**config.mk**
```make
export PLATFORM = sky130hd
export DESIGN_NAME = cpu_sequencer_flat
export DESIGN_NICKNAME = d
export VERILOG_FILES = /design/src/rtl/cpu_sequencer_if.sv /design/src/rtl/cpu_sequencer.sv /design/src/flat_wrapper.sv
export SDC_FILE = /design/constraint.sdc
export NUM_CORES = 1
export LEC_CHECK = 0
export BUFFER_PORTS_ARGS = -buffer_cell sky130_fd_sc_hd__buf_4
export CAP_MARGIN = 10
export CORE_AREA = 2 2 39 41
export DETAILED_ROUTE_END_ITERATION = 16
export DIE_AREA = 0 0 41 43
export MAX_ROUTING_LAYER = met4
export PLACE_DENSITY = 0.73
export SLEW_MARGIN = 10
export SYNTH_ARGS = -nofsm -noshare
export SYNTH_HDL_FRONTEND = slang
export SYNTH_SLANG_ARGS = --single-unit
```
**constraint.sdc**
```tcl
create_clock -name clk -period 3.8 [get_ports clk]
set_clock_uncertainty 0.2 [all_clocks]
set_input_delay 0.38 -clock clk [delete_from_list [all_inputs] [get_ports clk]]
set_output_delay 0.38 -clock clk [all_outputs]
set_load 0.02 [all_outputs]
```
**src/rtl/cpu_sequencer_if.sv**
```systemverilog
`default_nettype none
// ============================================================================
// cpu_sequencer_if : opcode/flag inputs, memory handshake and datapath enables
//                    between the control sequencer and the 16-bit CPU datapath.
// Rev 1.0
// ============================================================================
interface cpu_sequencer_if;
  logic [3:0] Opcode;
  logic       Zero;
  logic       MemReady;
  logic       MemReq;
  logic       MemWrite;
  logic       IorD;
  logic       IRWrite;
  logic       PCWrite;
  logic       PCSrc;
  logic       RegWrite;
  logic       RegDst;
  logic       MemToReg;
  logic       AluSrc;
  logic [1:0] ALUOp;
  logic       InstrDone;
  logic       IllegalOp;
  logic       Halted;
  logic [2:0] State;

  modport master (
    input  Opcode, Zero, MemReady,
    output MemReq, MemWrite, IorD, IRWrite, PCWrite, PCSrc, RegWrite, RegDst,
           MemToReg, AluSrc, ALUOp, InstrDone, IllegalOp, Halted, State
  );

  modport slave (
    output Opcode, Zero, MemReady,
    input  MemReq, MemWrite, IorD, IRWrite, PCWrite, PCSrc, RegWrite, RegDst,
           MemToReg, AluSrc, ALUOp, InstrDone, IllegalOp, Halted, State
  );
endinterface
`default_nettype wire

```
**src/rtl/cpu_sequencer.sv**
```systemverilog
`default_nettype none
// ============================================================================
// cpu_sequencer : multi-cycle FETCH/DECODE/EXEC/MEM/WB control for the 16-bit
//                 CPU; macro CPU_SEQ_HALT_EN makes opcode 1110 a terminal HALT.
// Rev 1.0
// ============================================================================
module cpu_sequencer (
  input wire              clk,
  input wire              reset,
  cpu_sequencer_if.master bus
);

`ifdef CPU_SEQ_HALT_EN
  localparam logic HALT_EN = 1'b1;
`else
  localparam logic HALT_EN = 1'b0;
`endif

  localparam logic [3:0] OP_LW   = 4'b1000;
  localparam logic [3:0] OP_SW   = 4'b1001;
  localparam logic [3:0] OP_HALT = 4'b1110;
  localparam logic [3:0] OP_BEQ  = 4'b1111;

  typedef enum logic [2:0] {
    S_INIT   = 3'd0,
    S_FETCH  = 3'd1,
    S_DECODE = 3'd2,
    S_EXEC   = 3'd3,
    S_MEM    = 3'd4,
    S_WB     = 3'd5,
    S_HALT   = 3'd6
  } state_t;

  state_t     state;
  logic [3:0] op_reg;
  logic [1:0] exec_aluop;
  logic       exec_alusrc;

  function automatic logic is_rtype(input logic [3:0] op);
    case (op)
      4'b0000, 4'b0010, 4'b0011, 4'b0100,
      4'b0110, 4'b0111, 4'b1100: is_rtype = 1'b1;
      default:                   is_rtype = 1'b0;
    endcase
  endfunction

  function automatic logic is_itype(input logic [3:0] op);
    is_itype = (op == 4'b0001) || (op == 4'b0101) || (op == 4'b1101);
  endfunction

  function automatic logic is_defined(input logic [3:0] op);
    is_defined = is_rtype(op) || is_itype(op) || (op == OP_LW) ||
                 (op == OP_SW) || (op == OP_BEQ);
  endfunction

  function automatic logic is_halt(input logic [3:0] op);
    is_halt = HALT_EN && (op == OP_HALT);
  endfunction

  always_ff @(posedge clk or posedge reset) begin
    if (reset) begin
      state  <= S_INIT;
      op_reg <= 4'd0;
    end else begin
      case (state)
        S_INIT:  state <= S_FETCH;
        S_FETCH: if (bus.MemReady) state <= S_DECODE;
        S_DECODE: begin
          op_reg <= bus.Opcode;
          if (is_defined(bus.Opcode))   state <= S_EXEC;
          else if (is_halt(bus.Opcode)) state <= S_HALT;
          else                          state <= S_FETCH;
        end
        S_EXEC: begin
          if (is_rtype(op_reg) || is_itype(op_reg))       state <= S_WB;
          else if ((op_reg == OP_LW) || (op_reg == OP_SW)) state <= S_MEM;
          else                                             state <= S_FETCH;
        end
        S_MEM:   if (bus.MemReady) state <= (op_reg == OP_LW) ? S_WB : S_FETCH;
        S_WB:    state <= S_FETCH;
        S_HALT:  state <= S_HALT;
        default: state <= S_INIT;
      endcase
    end
  end

  // ALU controls chosen in EXEC are repeated in MEM/WB so ALUOut stays stable.
  always_comb begin
    exec_aluop  = 2'b00;
    exec_alusrc = 1'b0;
    if (is_rtype(op_reg)) begin
      exec_aluop = 2'b10;
    end else if (is_itype(op_reg)) begin
      exec_aluop  = 2'b11;
      exec_alusrc = 1'b1;
    end else if (op_reg == OP_BEQ) begin
      exec_aluop = 2'b01;
    end else if ((op_reg == OP_LW) || (op_reg == OP_SW)) begin
      exec_alusrc = 1'b1;
    end
  end

  always_comb begin
    bus.MemReq    = 1'b0;
    bus.MemWrite  = 1'b0;
    bus.IorD      = 1'b0;
    bus.IRWrite   = 1'b0;
    bus.PCWrite   = 1'b0;
    bus.PCSrc     = 1'b0;
    bus.RegWrite  = 1'b0;
    bus.RegDst    = 1'b0;
    bus.MemToReg  = 1'b0;
    bus.AluSrc    = 1'b0;
    bus.ALUOp     = 2'b00;
    bus.InstrDone = 1'b0;
    bus.IllegalOp = 1'b0;
    bus.Halted    = 1'b0;
    bus.State     = state;
    case (state)
      S_FETCH: begin
        bus.MemReq  = 1'b1;
        bus.IRWrite = bus.MemReady;
        bus.PCWrite = bus.MemReady;
      end
      S_DECODE: begin
        if (is_halt(bus.Opcode)) begin
          bus.InstrDone = 1'b1;
        end else if (!is_defined(bus.Opcode)) begin
          bus.IllegalOp = 1'b1;
          bus.InstrDone = 1'b1;
        end
      end
      S_EXEC: begin
        bus.ALUOp  = exec_aluop;
        bus.AluSrc = exec_alusrc;
        if (op_reg == OP_BEQ) begin
          bus.PCWrite   = bus.Zero;
          bus.PCSrc     = 1'b1;
          bus.InstrDone = 1'b1;
        end
      end
      S_MEM: begin
        bus.ALUOp     = exec_aluop;
        bus.AluSrc    = exec_alusrc;
        bus.MemReq    = 1'b1;
        bus.IorD      = 1'b1;
        bus.MemWrite  = (op_reg == OP_SW);
        bus.InstrDone = (op_reg == OP_SW) && bus.MemReady;
      end
      S_WB: begin
        bus.ALUOp     = exec_aluop;
        bus.AluSrc    = exec_alusrc;
        bus.RegWrite  = 1'b1;
        bus.InstrDone = 1'b1;
        bus.RegDst    = is_rtype(op_reg);
        bus.MemToReg  = (op_reg == OP_LW);
      end
      S_HALT:  bus.Halted = HALT_EN;
      default: ;
    endcase
  end

endmodule
`default_nettype wire

```
**src/flat_wrapper.sv**
```systemverilog
// flat-port wrapper written by rule: the top's interface ports become plain ports
module cpu_sequencer_flat 
  (clk, reset, bus_Opcode, bus_Zero, bus_MemReady, bus_MemReq, bus_MemWrite, bus_IorD, bus_IRWrite, bus_PCWrite, bus_PCSrc, bus_RegWrite, bus_RegDst, bus_MemToReg, bus_AluSrc, bus_ALUOp, bus_InstrDone, bus_IllegalOp, bus_Halted, bus_State);
  cpu_sequencer_if bus_i ();
  input wire clk;
  input wire reset;
  input wire logic [$bits(bus_i.Opcode)-1:0] bus_Opcode;
  input wire logic [$bits(bus_i.Zero)-1:0] bus_Zero;
  input wire logic [$bits(bus_i.MemReady)-1:0] bus_MemReady;
  output wire logic [$bits(bus_i.MemReq)-1:0] bus_MemReq;
  output wire logic [$bits(bus_i.MemWrite)-1:0] bus_MemWrite;
  output wire logic [$bits(bus_i.IorD)-1:0] bus_IorD;
  output wire logic [$bits(bus_i.IRWrite)-1:0] bus_IRWrite;
  output wire logic [$bits(bus_i.PCWrite)-1:0] bus_PCWrite;
  output wire logic [$bits(bus_i.PCSrc)-1:0] bus_PCSrc;
  output wire logic [$bits(bus_i.RegWrite)-1:0] bus_RegWrite;
  output wire logic [$bits(bus_i.RegDst)-1:0] bus_RegDst;
  output wire logic [$bits(bus_i.MemToReg)-1:0] bus_MemToReg;
  output wire logic [$bits(bus_i.AluSrc)-1:0] bus_AluSrc;
  output wire logic [$bits(bus_i.ALUOp)-1:0] bus_ALUOp;
  output wire logic [$bits(bus_i.InstrDone)-1:0] bus_InstrDone;
  output wire logic [$bits(bus_i.IllegalOp)-1:0] bus_IllegalOp;
  output wire logic [$bits(bus_i.Halted)-1:0] bus_Halted;
  output wire logic [$bits(bus_i.State)-1:0] bus_State;
  assign bus_i.Opcode = bus_Opcode;
  assign bus_i.Zero = bus_Zero;
  assign bus_i.MemReady = bus_MemReady;
  assign bus_MemReq = bus_i.MemReq;
  assign bus_MemWrite = bus_i.MemWrite;
  assign bus_IorD = bus_i.IorD;
  assign bus_IRWrite = bus_i.IRWrite;
  assign bus_PCWrite = bus_i.PCWrite;
  assign bus_PCSrc = bus_i.PCSrc;
  assign bus_RegWrite = bus_i.RegWrite;
  assign bus_RegDst = bus_i.RegDst;
  assign bus_MemToReg = bus_i.MemToReg;
  assign bus_AluSrc = bus_i.AluSrc;
  assign bus_ALUOp = bus_i.ALUOp;
  assign bus_InstrDone = bus_i.InstrDone;
  assign bus_IllegalOp = bus_i.IllegalOp;
  assign bus_Halted = bus_i.Halted;
  assign bus_State = bus_i.State;
  cpu_sequencer u_core (.clk(clk), .reset(reset), .bus(bus_i));
endmodule
```
==> metrics.md <==
| Metric | Value |
|---|---|
| EDFF count, synth | `0` |
| FF+latch area | `175.2 um^2` |
| Crit path largest cell delay | `540 ps` |
| IO Port Bufs | `24` |
| Ranking of synthesized cells by area | `dfrtp_1 31%, nor3b_4 6.7%, inv_1 6.0%` |
| CP Launch Type | `flop` |
| Die ar. | `1763 um^2` |
| Critical path arrival | `1650 ps` |
| Crit-path cells | `nor3b_4, nand4_1, nand4_1, buf_4` |
| Post-DP HPWL | `982.2 um` |
| Largest net degree at the start of global routing | `13` |
| Sequential share of the synthesized area | `31.18%` |
| Slew Viols, Final | `0` |
| First-pass GRT wire length | `1794 um` |
| Post-layout total power | `574.0 uW` |
| Num CTS Buffers | `3` |
| Root Buffer Master | `clkbuf_4` |
| # setup viols final | `0` |
| Grt ovf | `0` |
| Setup TNS | `0 ps` |
| Diodes inserted | `0` |
| DIE HEIGHT | `43 um` |
| Pleak | `0.0003942 uW` |
| Vias/cell | `5.009` |
| Die Span X | `41 um` |
| Critical path class | `reg2out` |
| Worst hold path type | `in2reg` |
| Most common library cells after synthesis | `9 x inv_1, 7 x dfrtp_1, 7 x nor2_1` |
| Max Freq | `447.6 MHz` |
| Syn_nets | `75` |
| CP dominant cell by count | `nand4_1` |
| Pwr/cell area | `754.6 nW/um^2` |
| Post-synth top area cell | `dfrtp_1` |
| Clock Sinks | `7` |
| Yosys cell types | `29` |
| Core area | `1384 um^2` |
| Critical path fanouts, max | `12` |
| Total GRT Usage | `15.63%` |
| WL/cell | `10.94 um` |
| Most common cell in the netlist | `inv_1` |
| Slowest CP cell | `dfrtp_1` |
| Residual DRC count | `0` |
| Area Overhead vs Synth | `35.41%` |
| Rows | `14` |
| Yosys reg bits | `7` |
| Initial Util | `40.60%` |
| YS warnings | `0` |
| Crit. End Element | `output pin` |
| Status | `completed` |
| Asr flop ratio synth | `100.0%` |
| Setup Fix Bufs, Post-CTS | `0` |
| Max-cap violation count | `0` |
| Initial antenna violation count | `0` |
| Drt pass-1 iters | `4` |
| Multi-input gate area | `315.3 um^2` |
| Gate Count Post-Synth | `67` |
| Post-synthesis cell area | `561.8 um^2` |
| Io pins | `26` |
| Later-pin clock latency in the skew report | `250 ps` |
| Drt initial violations | `16` |
| CTS tree | `done` |
| Fill cell count | `124` |
| CTS clock-pin slew for the worst setup and hold paths | `50 ps` |
| Fin. Hold Viols | `0` |
| Tcrit/Tclk final | `58.80%` |
| Clock buffer depth | `2` |
| Flip-flop count of the largest register after layout | `4` |
| Syn avg cell area | `8.385 um^2` |
| Final ANT Viol Nets | `0` |
| Nets | `101` |
| Number of global-route vias before repair | `460` |
| Post-route minimum period | `2234 ps` |
| H-tree levels | `1` |
| CP required | `3220 ps` |
| Synth top area share | `31.18%` |
| WP buf/inv | `1` |
| Layout cells sized above 1 | `38.04%` |
| Vias | `541` |
| Reg2reg setup slack | `2220 ps` |
| Ys flop type | `dfrtp_1` |
| Critical path's top delay family | `simple AND/OR/NAND/NOR gates` |
| Unrepaired setup endpoints after global routing | `no` |
| Worst vdd ir | `376.7 uV` |
| Routed WL | `1182 um` |
| Gpl congestion | `0.8558` |
worst min-delay path, delay by kind of cell:
family	cells	cell delay [ps]
buffers and inverters	1	90
AO/OA/AOI/OAI	1	60
AND/OR/NAND/NOR	1	40
cell usage in the layout, fill, tap and decap left out:
cell type / instances
a21oi_1: 3
a22oi_1: 1
dfrtp_1: 7
and3b_2: 1
clkbuf_1: 1
nor3b_4: 2
buf_4: 24
and3_1: 1
nor2b_1: 1
o32ai_2: 1
a31o_2: 1
inv_1: 9
a21boi_0: 1
a211oi_1: 1
a21o_1: 1
conb_1: 1
nand3_1: 1
clkbuf_4: 3
nor3_2: 1
o21a_1: 1
nand4_1: 5
nor3_1: 2
and2_1: 1
nor3b_2: 1
dlygate4sd3_1: 1
xnor2_1: 1
nand2_1: 6
o21ai_0: 4
mux2_4: 1
nand2b_1: 1
nor2_1: 7
worst paths after layout:
check	startpoint	to	cells after the start
worst max-delay path	u_core.bus.State[1]	bus_InstrDone	4
max in group asynchronous	reset	u_core.bus.State[2]	3
worst min-delay path	bus_Opcode[1]	u_core.op_reg[1]	3
worst min register to register	u_core.op_reg[3]	u_core.op_reg[3]	1
worst max register to register	u_core.bus.State[1]	u_core.op_reg[3]	2
min in group asynchronous	reset	u_core.op_reg[1]	3
final cells by class:
| class | count | area share, % |
|---|---|---|
| clock buffers | 4 | 3.454 |
| well taps | 16 | 2.632 |
| flip-flops and latches | 7 | 23.03 |
| inverters | 9 | 4.441 |
| multi-input cells | 47 | 41.45 |
| repair buffers | 25 | 25.00 |
metal layers:
metal | vias up | track usage, % | share of wire (%)
met1 | 234 | 19.73 | 42
met3 | 4 | 1.571 | 9.6
met2 | 26 | 21.88 | 46
met5 | - | - | 0
met4 | 0 | 12.00 | 2.5
li1 | 277 | - | -
report_power, final:
group          internal [uW]  switching, uW
logic                    156            174
clock network           39.9           24.8
registers                108           72.2
total                    303            271
logic make-up (layout without fill, tap and decap cells):
logic type / Yosys count / in the layout / share of synthesized area [%]
AO/OA/AOI/OAI: 14 / 14 / 17.37
XOR/XNOR: 1 / 1 / 1.559
buffers and inverters: 13 / 38 / 12.69
flip-flops: 7 / 7 / 31.18
multiplexers: 1 / 1 / 2.672
other: 1 / 1 / 0.6675
AND/OR/NAND/NOR: 30 / 30 / 33.86
metrics by stage:
| step | area (um^2) | worst slack (ps) | hold slack [ps] | std cells | utilization, % |
|---|---|---|---|---|---|
| 2_1_floorplan | 561.8 | 1773 | -16.60 | 67 | - |
| 3_3_place_gp | 724.4 | 1901 | 120.4 | 103 | 52.35 |
| 3_5_place_dp | 724.4 | 1834 | 127.7 | 103 | 52.35 |
| 4_1_cts | 760.7 | 1560 | 147.8 | 108 | 54.97 |
| 5_1_grt | 760.7 | 1449 | 156.0 | 108 | 54.97 |
| 6_report | 760.7 | 1566 | 156.1 | 108 | 54.97 |
what timing repair did:
| action | 4_1_cts | 5_1_grt |
|---|---|---|
| gates resized for setup | 0 | 0 |
| hold buffers | 1 | 0 |
| endpoints found under the hold margin | 7 | 0 |
| setup endpoints to repair | 0 | 0 |
(Power assumes the default switching activity.)
